File: src/rtl/seq_alu.sv
// seq_alu: registered ALU with valid/ready handshakes on both sides.
// Logic ops, add and subtract complete one edge after acceptance. The two
// multiplies (opcode 100 = half-width, 110 = full-width truncated) run as
// iterative shift-add sequences before the result is presented.
//
// Optional build macro: SEQ_ALU_HI_RESULT_EN adds out_hi, which carries the
// upper WIDTH bits of the full product for opcode 110 and is 0 otherwise.
//
// Ports:
//   clk        clock, rising edge
//   rst        asynchronous active-high reset
//   in_valid   operand/opcode valid
//   in_ready   block can accept an operation (IDLE only)
//   A, B       operands, WIDTH bits
//   opcode     operation select (3 bits)
//   out_valid  result valid, held until out_ready
//   out_ready  downstream accepts result
//   out        result, WIDTH bits
//   zero_f     out == 0
//   carry_f    carry / borrow / product truncation
//   ovf_f      signed overflow (add/sub only)
//   out_hi     (macro only) upper product half for opcode 110
module seq_alu #(
  parameter int WIDTH = 8,
  parameter int CNT_W = $clog2(WIDTH + 1)
) (
  input  logic             clk,
  input  logic             rst,
  input  logic             in_valid,
  output logic             in_ready,
  input  logic [WIDTH-1:0] A,
  input  logic [WIDTH-1:0] B,
  input  logic [2:0]       opcode,
  output logic             out_valid,
  input  logic             out_ready,
  output logic [WIDTH-1:0] out,
  output logic             zero_f,
  output logic             carry_f,
  output logic             ovf_f
`ifdef SEQ_ALU_HI_RESULT_EN
  ,
  output logic [WIDTH-1:0] out_hi
`endif
);

  localparam int HW = WIDTH / 2;

  typedef enum logic [1:0] {S_IDLE, S_MUL, S_DONE} state_t;

  state_t               r_state;
  logic [2*WIDTH-1:0]   r_mcand;
  logic [WIDTH-1:0]     r_mplier;
  logic [2*WIDTH-1:0]   r_acc;
  logic [CNT_W-1:0]     r_cnt;
  logic                 r_full;

  logic [WIDTH:0]       w_sum;
  logic [WIDTH:0]       w_diff;
  logic [WIDTH-1:0]     w_res;
  logic                 w_c;
  logic                 w_v;
  logic [2*WIDTH-1:0]   w_acc_next;
  logic [WIDTH-1:0]     w_mul_lo;
  logic                 w_mul_c;

  assign w_sum  = {1'b0, A} + {1'b0, B};
  assign w_diff = {1'b0, A} - {1'b0, B};

  // Single-cycle result for the non-multiply opcodes.
  always_comb begin
    w_res = '0;
    w_c   = 1'b0;
    w_v   = 1'b0;
    case (opcode)
      3'b000: w_res = ~A;
      3'b001: w_res = A | B;
      3'b010: w_res = A ^ B;
      3'b011: w_res = A & B;
      3'b101: begin
        w_res = w_sum[WIDTH-1:0];
        w_c   = w_sum[WIDTH];
        w_v   = (A[WIDTH-1] == B[WIDTH-1]) && (w_sum[WIDTH-1] != A[WIDTH-1]);
      end
      3'b111: begin
        w_res = w_diff[WIDTH-1:0];
        // The extra top bit of the widened difference is the borrow.
        w_c   = w_diff[WIDTH];
        w_v   = (A[WIDTH-1] != B[WIDTH-1]) && (w_diff[WIDTH-1] != A[WIDTH-1]);
      end
      default: ;
    endcase
  end

  // One shift-add step; the final step's value is registered directly so
  // the result lands on the same edge the counter reaches zero.
  assign w_acc_next = r_acc + (r_mplier[0] ? r_mcand : '0);
  assign w_mul_lo   = w_acc_next[WIDTH-1:0];
  assign w_mul_c    = r_full && (|w_acc_next[2*WIDTH-1:WIDTH]);

  always_ff @(posedge clk or posedge rst) begin
    if (rst) begin
      r_state   <= S_IDLE;
      r_mcand   <= '0;
      r_mplier  <= '0;
      r_acc     <= '0;
      r_cnt     <= '0;
      r_full    <= 1'b0;
      in_ready  <= 1'b1;
      out_valid <= 1'b0;
      out       <= '0;
      zero_f    <= 1'b0;
      carry_f   <= 1'b0;
      ovf_f     <= 1'b0;
`ifdef SEQ_ALU_HI_RESULT_EN
      out_hi    <= '0;
`endif
    end else begin
      case (r_state)
        S_IDLE: begin
          if (in_valid) begin
            in_ready <= 1'b0;
            if (opcode == 3'b100 || opcode == 3'b110) begin
              r_acc  <= '0;
              r_full <= opcode[1];
              if (opcode[1]) begin
                r_mcand  <= {{WIDTH{1'b0}}, A};
                r_mplier <= B;
                r_cnt    <= CNT_W'(WIDTH);
              end else begin
                // Half-width multiply: operands are the zero-extended low halves.
                r_mcand  <= {{(WIDTH + HW){1'b0}}, A[HW-1:0]};
                r_mplier <= {{(WIDTH - HW){1'b0}}, B[HW-1:0]};
                r_cnt    <= CNT_W'(HW);
              end
              r_state <= S_MUL;
            end else begin
              out       <= w_res;
              zero_f    <= (w_res == '0);
              carry_f   <= w_c;
              ovf_f     <= w_v;
`ifdef SEQ_ALU_HI_RESULT_EN
              out_hi    <= '0;
`endif
              out_valid <= 1'b1;
              r_state   <= S_DONE;
            end
          end
        end
        S_MUL: begin
          r_acc    <= w_acc_next;
          r_mcand  <= r_mcand << 1;
          r_mplier <= r_mplier >> 1;
          r_cnt    <= r_cnt - CNT_W'(1);
          if (r_cnt == CNT_W'(1)) begin
            out       <= w_mul_lo;
            zero_f    <= (w_mul_lo == '0);
            carry_f   <= w_mul_c;
            ovf_f     <= 1'b0;
`ifdef SEQ_ALU_HI_RESULT_EN
            out_hi    <= r_full ? w_acc_next[2*WIDTH-1:WIDTH] : '0;
`endif
            out_valid <= 1'b1;
            r_state   <= S_DONE;
          end
        end
        S_DONE: begin
          if (out_ready) begin
            out_valid <= 1'b0;
            in_ready  <= 1'b1;
            r_state   <= S_IDLE;
          end
        end
        default: r_state <= S_IDLE;
      endcase
    end
  end

endmodule
File: config.mk
export PLATFORM = sky130hd
export DESIGN_NAME = seq_alu
export DESIGN_NICKNAME = d
export VERILOG_FILES = /design/src/rtl/seq_alu.sv
export SDC_FILE = /design/constraint.sdc
export NUM_CORES = 1
export LEC_CHECK = 0
export ABC_AREA = 1
export CAP_MARGIN = 20
export CORE_MARGIN = 4
export CORE_UTILIZATION = 50
export CTS_CLUSTER_SIZE = 16
export DETAILED_ROUTE_END_ITERATION = 10
export PLACE_DENSITY = 0.79
export SETUP_SLACK_MARGIN = 0.2
export SYNTH_ARGS = -nofsm -noshare
export SYNTH_HDL_FRONTEND = slang
export SYNTH_SLANG_ARGS = --single-unit
File: constraint.sdc
create_clock -name clk -period 4.4 [get_ports clk]
set_input_delay 0.88 -clock clk [delete_from_list [all_inputs] [get_ports clk]]
set_output_delay 0.88 -clock clk [all_outputs]
set_load 0.1 [all_outputs]
Word level (Yosys, flattened, before mapping)
Cells that the tools add are included.
- register bits: 60
- latch bits: 0
- RAM bits: 0
- bits in read-only memories: 0
- memories kept: 0
- add/subtract/negate cells: 4
- multipliers: 0
- div/mod/pow operators: 0
- magnitude comparators: 0
- eq/ne operators: 19
- shifts and indexed selects: 0
- muxes and demuxes: 48
- bitwise logic cells: 4
- reduce and logical (&&, ||, !) cells: 18
- operators with widths (kind ; count):
    $mux 16 ; 5
    $pmux 16 s2 ; 2
    $mux 8 ; 7
    $pmux 8 s6 ; 1
    $pmux 8 s2 ; 2
    $add 16x16->16 ; 1
    $logic_not 8->1 ; 2
    $mux 1 ; 15
    $eq 3x3->1 const B ; 4
    $mux 4 ; 3
    $pmux 1 s2 ; 6
    $reduce_and 3->1 ; 4
    $ne 2x2->1 const B ; 5
    $add 8x8->9 ; 1
    $sub 8x8->9 ; 1
    $and 8x8->8 ; 1
    $mux 2 ; 4
    $not 8->8 ; 1
    $or 8x8->8 ; 1
    $pmux 4 s2 ; 1
    $reduce_or 8->1 ; 1
    $xor 8x8->8 ; 1
    $eq 3x2->1 const B ; 2
    $pmux 2 s3 ; 1
    other kinds (16) ; 21

Logic depth before layout (Yosys ltp)
- word-level depth: 7
- gate-level depth with buffers: 19
- gate-level depth less buffers: 17

Worst setup path before layout
Ideal clock, no wire load.
- path kind: input port to flip-flop
- from: input port A[0]
- to: register zero_f
- library setup time: 0.077 ns
- data arrival time: 2.282 ns
- slack: 2.040 ns
- stages: 11
- path through: inv_1 > ha_1 > fa_1 > inv_1 > nand2_1 > nand2_2 > nor2_1 > nand3_1 > nor3_1 > nand4_1 > a21oi_1
- longest elaborated chain between the ends: 6
- elaborated cells between the ends (all ways): 11
- ends and longest elaborated chain (element ; RTL line ; source):
    from (decl) ; 31 ; input logic [WIDTH-1:0] A,
    $sub 8x8->9, or another cell as far along ; 67 ; assign w_diff = {1'b0, A} - {1'b0, B};
    $pmux 8 s6 (*) ; 74 ; case (opcode)
    $logic_not 8->1 (*) ; 138 ; zero_f <= (w_res == '0);
    $mux 1 (*) ; 122 ; if (opcode == 3'b100 || opcode == 3'b110) begin
    $mux 1 (*) ; 120 ; if (in_valid) begin
    $pmux 1 s2 (*) ; 118 ; case (r_state)
    to (signal assigned) ; 138 ;
    to (signal assigned) ; 156 ; zero_f <= (w_mul_lo == '0);
    to (decl) ; 37 ; output logic zero_f,
Mark *: on every way between the ends. The rest lies on a longest branch, timed or not. The select of a mux whose other input is x is not followed.
A chain may end at the register's enable or synchronous reset.

Worst setup path in the final report
- from: input port A[2]
- to: register zero_f
The elaborated chain is that of the path after synthesis.

==> results.sh <==
export IMPL_grt_overflow=0
export IMPL_finalHoldViolCount=0
export IMPL_cts_buffer_depth=2
export IMPL_cts_tree="done"
export IMPL_end_kind="register"
export IMPL_cts_made_buffers=9
export IMPL_nets=804
export IMPL_clockPowerShare_pct=16.2
export IMPL_fin_area_um2=5540
export IMPL_worst_r2r_cell_count=16
export IMPL_avgViaCountPerCell=5.53
export IMPL_crit_type="in2reg"
export IMPL_routed_wl_um=13200
export IMPL_fin_crit_ns=3.10
export IMPL_netlist_area_leader_share_pct=30.1
export IMPL_track_usage_pct=24.0
export IMPL_first_global_vias=4586
export IMPL_root_buffer="clkbuf_8"
export IMPL_place_hpwl_um=10100
export IMPL_skew_ns=0.0166
export IMPL_clk_pin_slew_ns=0.08
export IMPL_firstDrtPassIters=5
export IMPL_slew_viol_final=0
export IMPL_yosys_warnings=0
export IMPL_clkSinkCount=60
export IMPL_p_leak_nw=2.92
export IMPL_die_x_um=107
export IMPL_portBuffers=35
export IMPL_synth_edf_count=0
export IMPL_start_util_pct=52.3
export IMPL_cts_resized=0
export IMPL_yosys_most_used_dff="dfrtp_1"
export IMPL_p_sw_share_pct=50.4
export IMPL_synth_seq_cells=60
export IMPL_worstPathRequired_ns=4.67
export IMPL_io_pins=36
export IMPL_clkLatencyLatePin_ns=0.34
export IMPL_power_density_nw_per_um2=629
export IMPL_placed_cell_area_um2=5320
export IMPL_routed_via_count=4808
export IMPL_async_flop_share_pct=100
export IMPL_p_int_mw=1.73
export IMPL_die_height_um=107
export IMPL_finalSetupTns_ns=0
export IMPL_fmax_mhz=323
export IMPL_slew_headroom_pct=34.3
export IMPL_syn_nets=774
export IMPL_antenna_found_initial=0
export IMPL_dieArea_um2=11400
export IMPL_wire_per_inst_um=15.1
export IMPL_tightest_slew_ns=0.983
export IMPL_finalCritPeriodShare_pct=70.4
export IMPL_synth_cell_types=42
export IMPL_ant_nets=0
export IMPL_path_max_fanout=12
export IMPL_syn_area_um2=4900
export IMPL_ctsHtreeMaxLevel=3
export IMPL_post_cts_setup_buffers=0
export IMPL_fin_util_pct=59.1
export IMPL_outcome="completed"
export IMPL_avgSynthCellArea_um2=6.93
export IMPL_drc=0
export IMPL_hold_buffers=0
export IMPL_placementRows=35
export IMPL_seq_area_frac_synth_pct=30.7
export IMPL_grt_setup_unrepaired="false"
export IMPL_arrival_ns=3.37
export IMPL_drt_iter0_markers=404
export IMPL_drive_gt1_share_pct=7.56
export IMPL_p_sw_mw=1.76
export IMPL_p_seq_share_pct=28.4
export IMPL_n_antenna_cell=0
export IMPL_synth_top_area_cell="dfrtp_1"
export IMPL_maxCapViolCount=0
export IMPL_nFillCells=910
export IMPL_setup_viol=0
export IMPL_core_area_um2=9370
export IMPL_grt_pass1_wl_um=22000
export IMPL_gp_congestion=0.925
export IMPL_grt_max_degree=44
export IMPL_startpoint_type="input pin"
export IMPL_yosys_top_cells_area="dfrtp_1 (30%), nand2_1 (15%), ha_1 (10%), inv_1 (7.6%), nand3_1 (5.8%)"
export IMPL_synthToLayoutAreaGrowth_pct=13.1
export IMPL_pwr_share_comb_pct=55.5
export IMPL_peakVddDrop_mv=0.504
export IMPL_hold_path_class="reg2reg"
export IMPL_holdPathStages=2
export IMPL_synthCells=707
## layout make-up
class                   count  area [µm²]  share of cell area [%]
repair buffers             39         380                    6.87
clock inverters             4        73.8                    1.33
clock buffers              11         141                    2.55
multi-input cells         512        2850                    51.4
inverters                 115         432                    7.79
well taps                 129         161                    2.91
flip-flops and latches     60        1500                    27.1
## Yosys cell counts, drive strengths merged (8+ instances only)
cell type / number
a21oi: 29
buf: 14
dfrtp: 59
ha: 41
inv: 115
nand2: 204
nand3: 58
nand4: 11
nor2: 52
nor3: 8
o21ai: 40
o22ai: 11
xor2: 9
## metrics by stage
| stage | worst slack [ns] | hold slack, ns | std cells | power, mW |
|---|---|---|---|---|
| after global routing | 1.11 | 0.494 | 870 | 3.75 |
| after detailed placement | 1.01 | 0.469 | 855 | 2.90 |
| after global placement | 1.05 | 0.453 | 855 | 2.85 |
| after CTS | 1.35 | 0.480 | 870 | 3.47 |
| after floorplan | 2.04 | 0.448 | 707 | 2.43 |
| final | 1.30 | 0.472 | 870 | 3.48 |
## worst max-delay path: stages
cell and delay (ns):
clkdlybuf4s50_1 0.56, inv_1 0.09, ha_1 0.57, inv_1 0.11
a21oi_1 0.22, nand2_1 0.12, nand2_1 0.15, a21boi_1 0.08
nor2_1 0.12, nand2_1 0.11, nor2_1 0.11, nand4_1 0.08
a21oi_1 0.16
## state kept, by name, summed over array words and instances (netlist names), 2 cells and up
register	flops
r_mplier	8
r_cnt	4
r_acc	16
r_state	2
out	8
r_mcand	16
## worst paths after layout
check	from	endpoint	slack, ns
worst max-delay path	A[2]	zero_f	1.30
worst min-delay path	in_ready	in_ready	0.47
worst max register to register	r_mplier[0]	carry_f	1.64
worst min register to register	in_ready	in_ready	0.47
max in group asynchronous	rst	in_ready	2.51
min in group asynchronous	rst	r_mplier[2]	1.05
## routing by layer
layer | up-vias | wire length (µm) | GRT usage, %
met5 | - | 0 | 0
met4 | 0 | 230 | 5.94
met3 | 28 | 1020 | 4.58
met2 | 219 | 6180 | 39.4
met1 | 2224 | 5720 | 32.5
li1 | 2337 | - | -
## power groups by stage
stage / sequential [mW] / clock [mW] / combinational, mW
after detailed placement: 0.993 / 0 / 1.91
after global routing: 1.02 / 0.596 / 2.14
after CTS: 0.986 / 0.565 / 1.92
after floorplan: 1.32 / 0 / 1.11
after global placement: 0.984 / 0 / 1.86
final: 0.989 / 0.563 / 1.93
## placed cells by master (no fill, tap or decap), types with 3 or more instances in the layout
cell type | Yosys | routed
inv_1 | 99 | 98
clkbuf_8 | 0 | 10
o22ai_1 | 11 | 11
buf_4 | 4 | 4
a31oi_1 | 6 | 6
xor2_1 | 9 | 9
nand3b_1 | 4 | 4
nor3_1 | 8 | 8
dfrtp_1 | 59 | 59
clkdlybuf4s50_1 | 0 | 35
o311ai_1 | 5 | 5
nand4_1 | 11 | 11
o21ai_1 | 3 | 3
nand3_1 | 57 | 57
o211ai_1 | 5 | 5
fa_1 | 3 | 3
ha_1 | 41 | 41
nand2_2 | 8 | 8
or2_1 | 5 | 5
nor2_1 | 45 | 45
a21oi_1 | 27 | 27
xnor2_1 | 4 | 4
nand2_1 | 196 | 196
o21a_1 | 3 | 3
inv_2 | 16 | 17
o21ai_0 | 37 | 37
nor2_2 | 5 | 5
## kinds of logic after synthesis
| family | share of synthesized area (%) |
|---|---|
| AOI/OAI and AO/OA | 13.4 |
| DFF | 30.7 |
| xor gates and xnor gates | 2.33 |
| and+or+nand+nor | 30.8 |
| buffers and inverters | 11.2 |
| adders and majority gates | 11.7 |
Note: power is estimated with default switching activity, not from simulation.
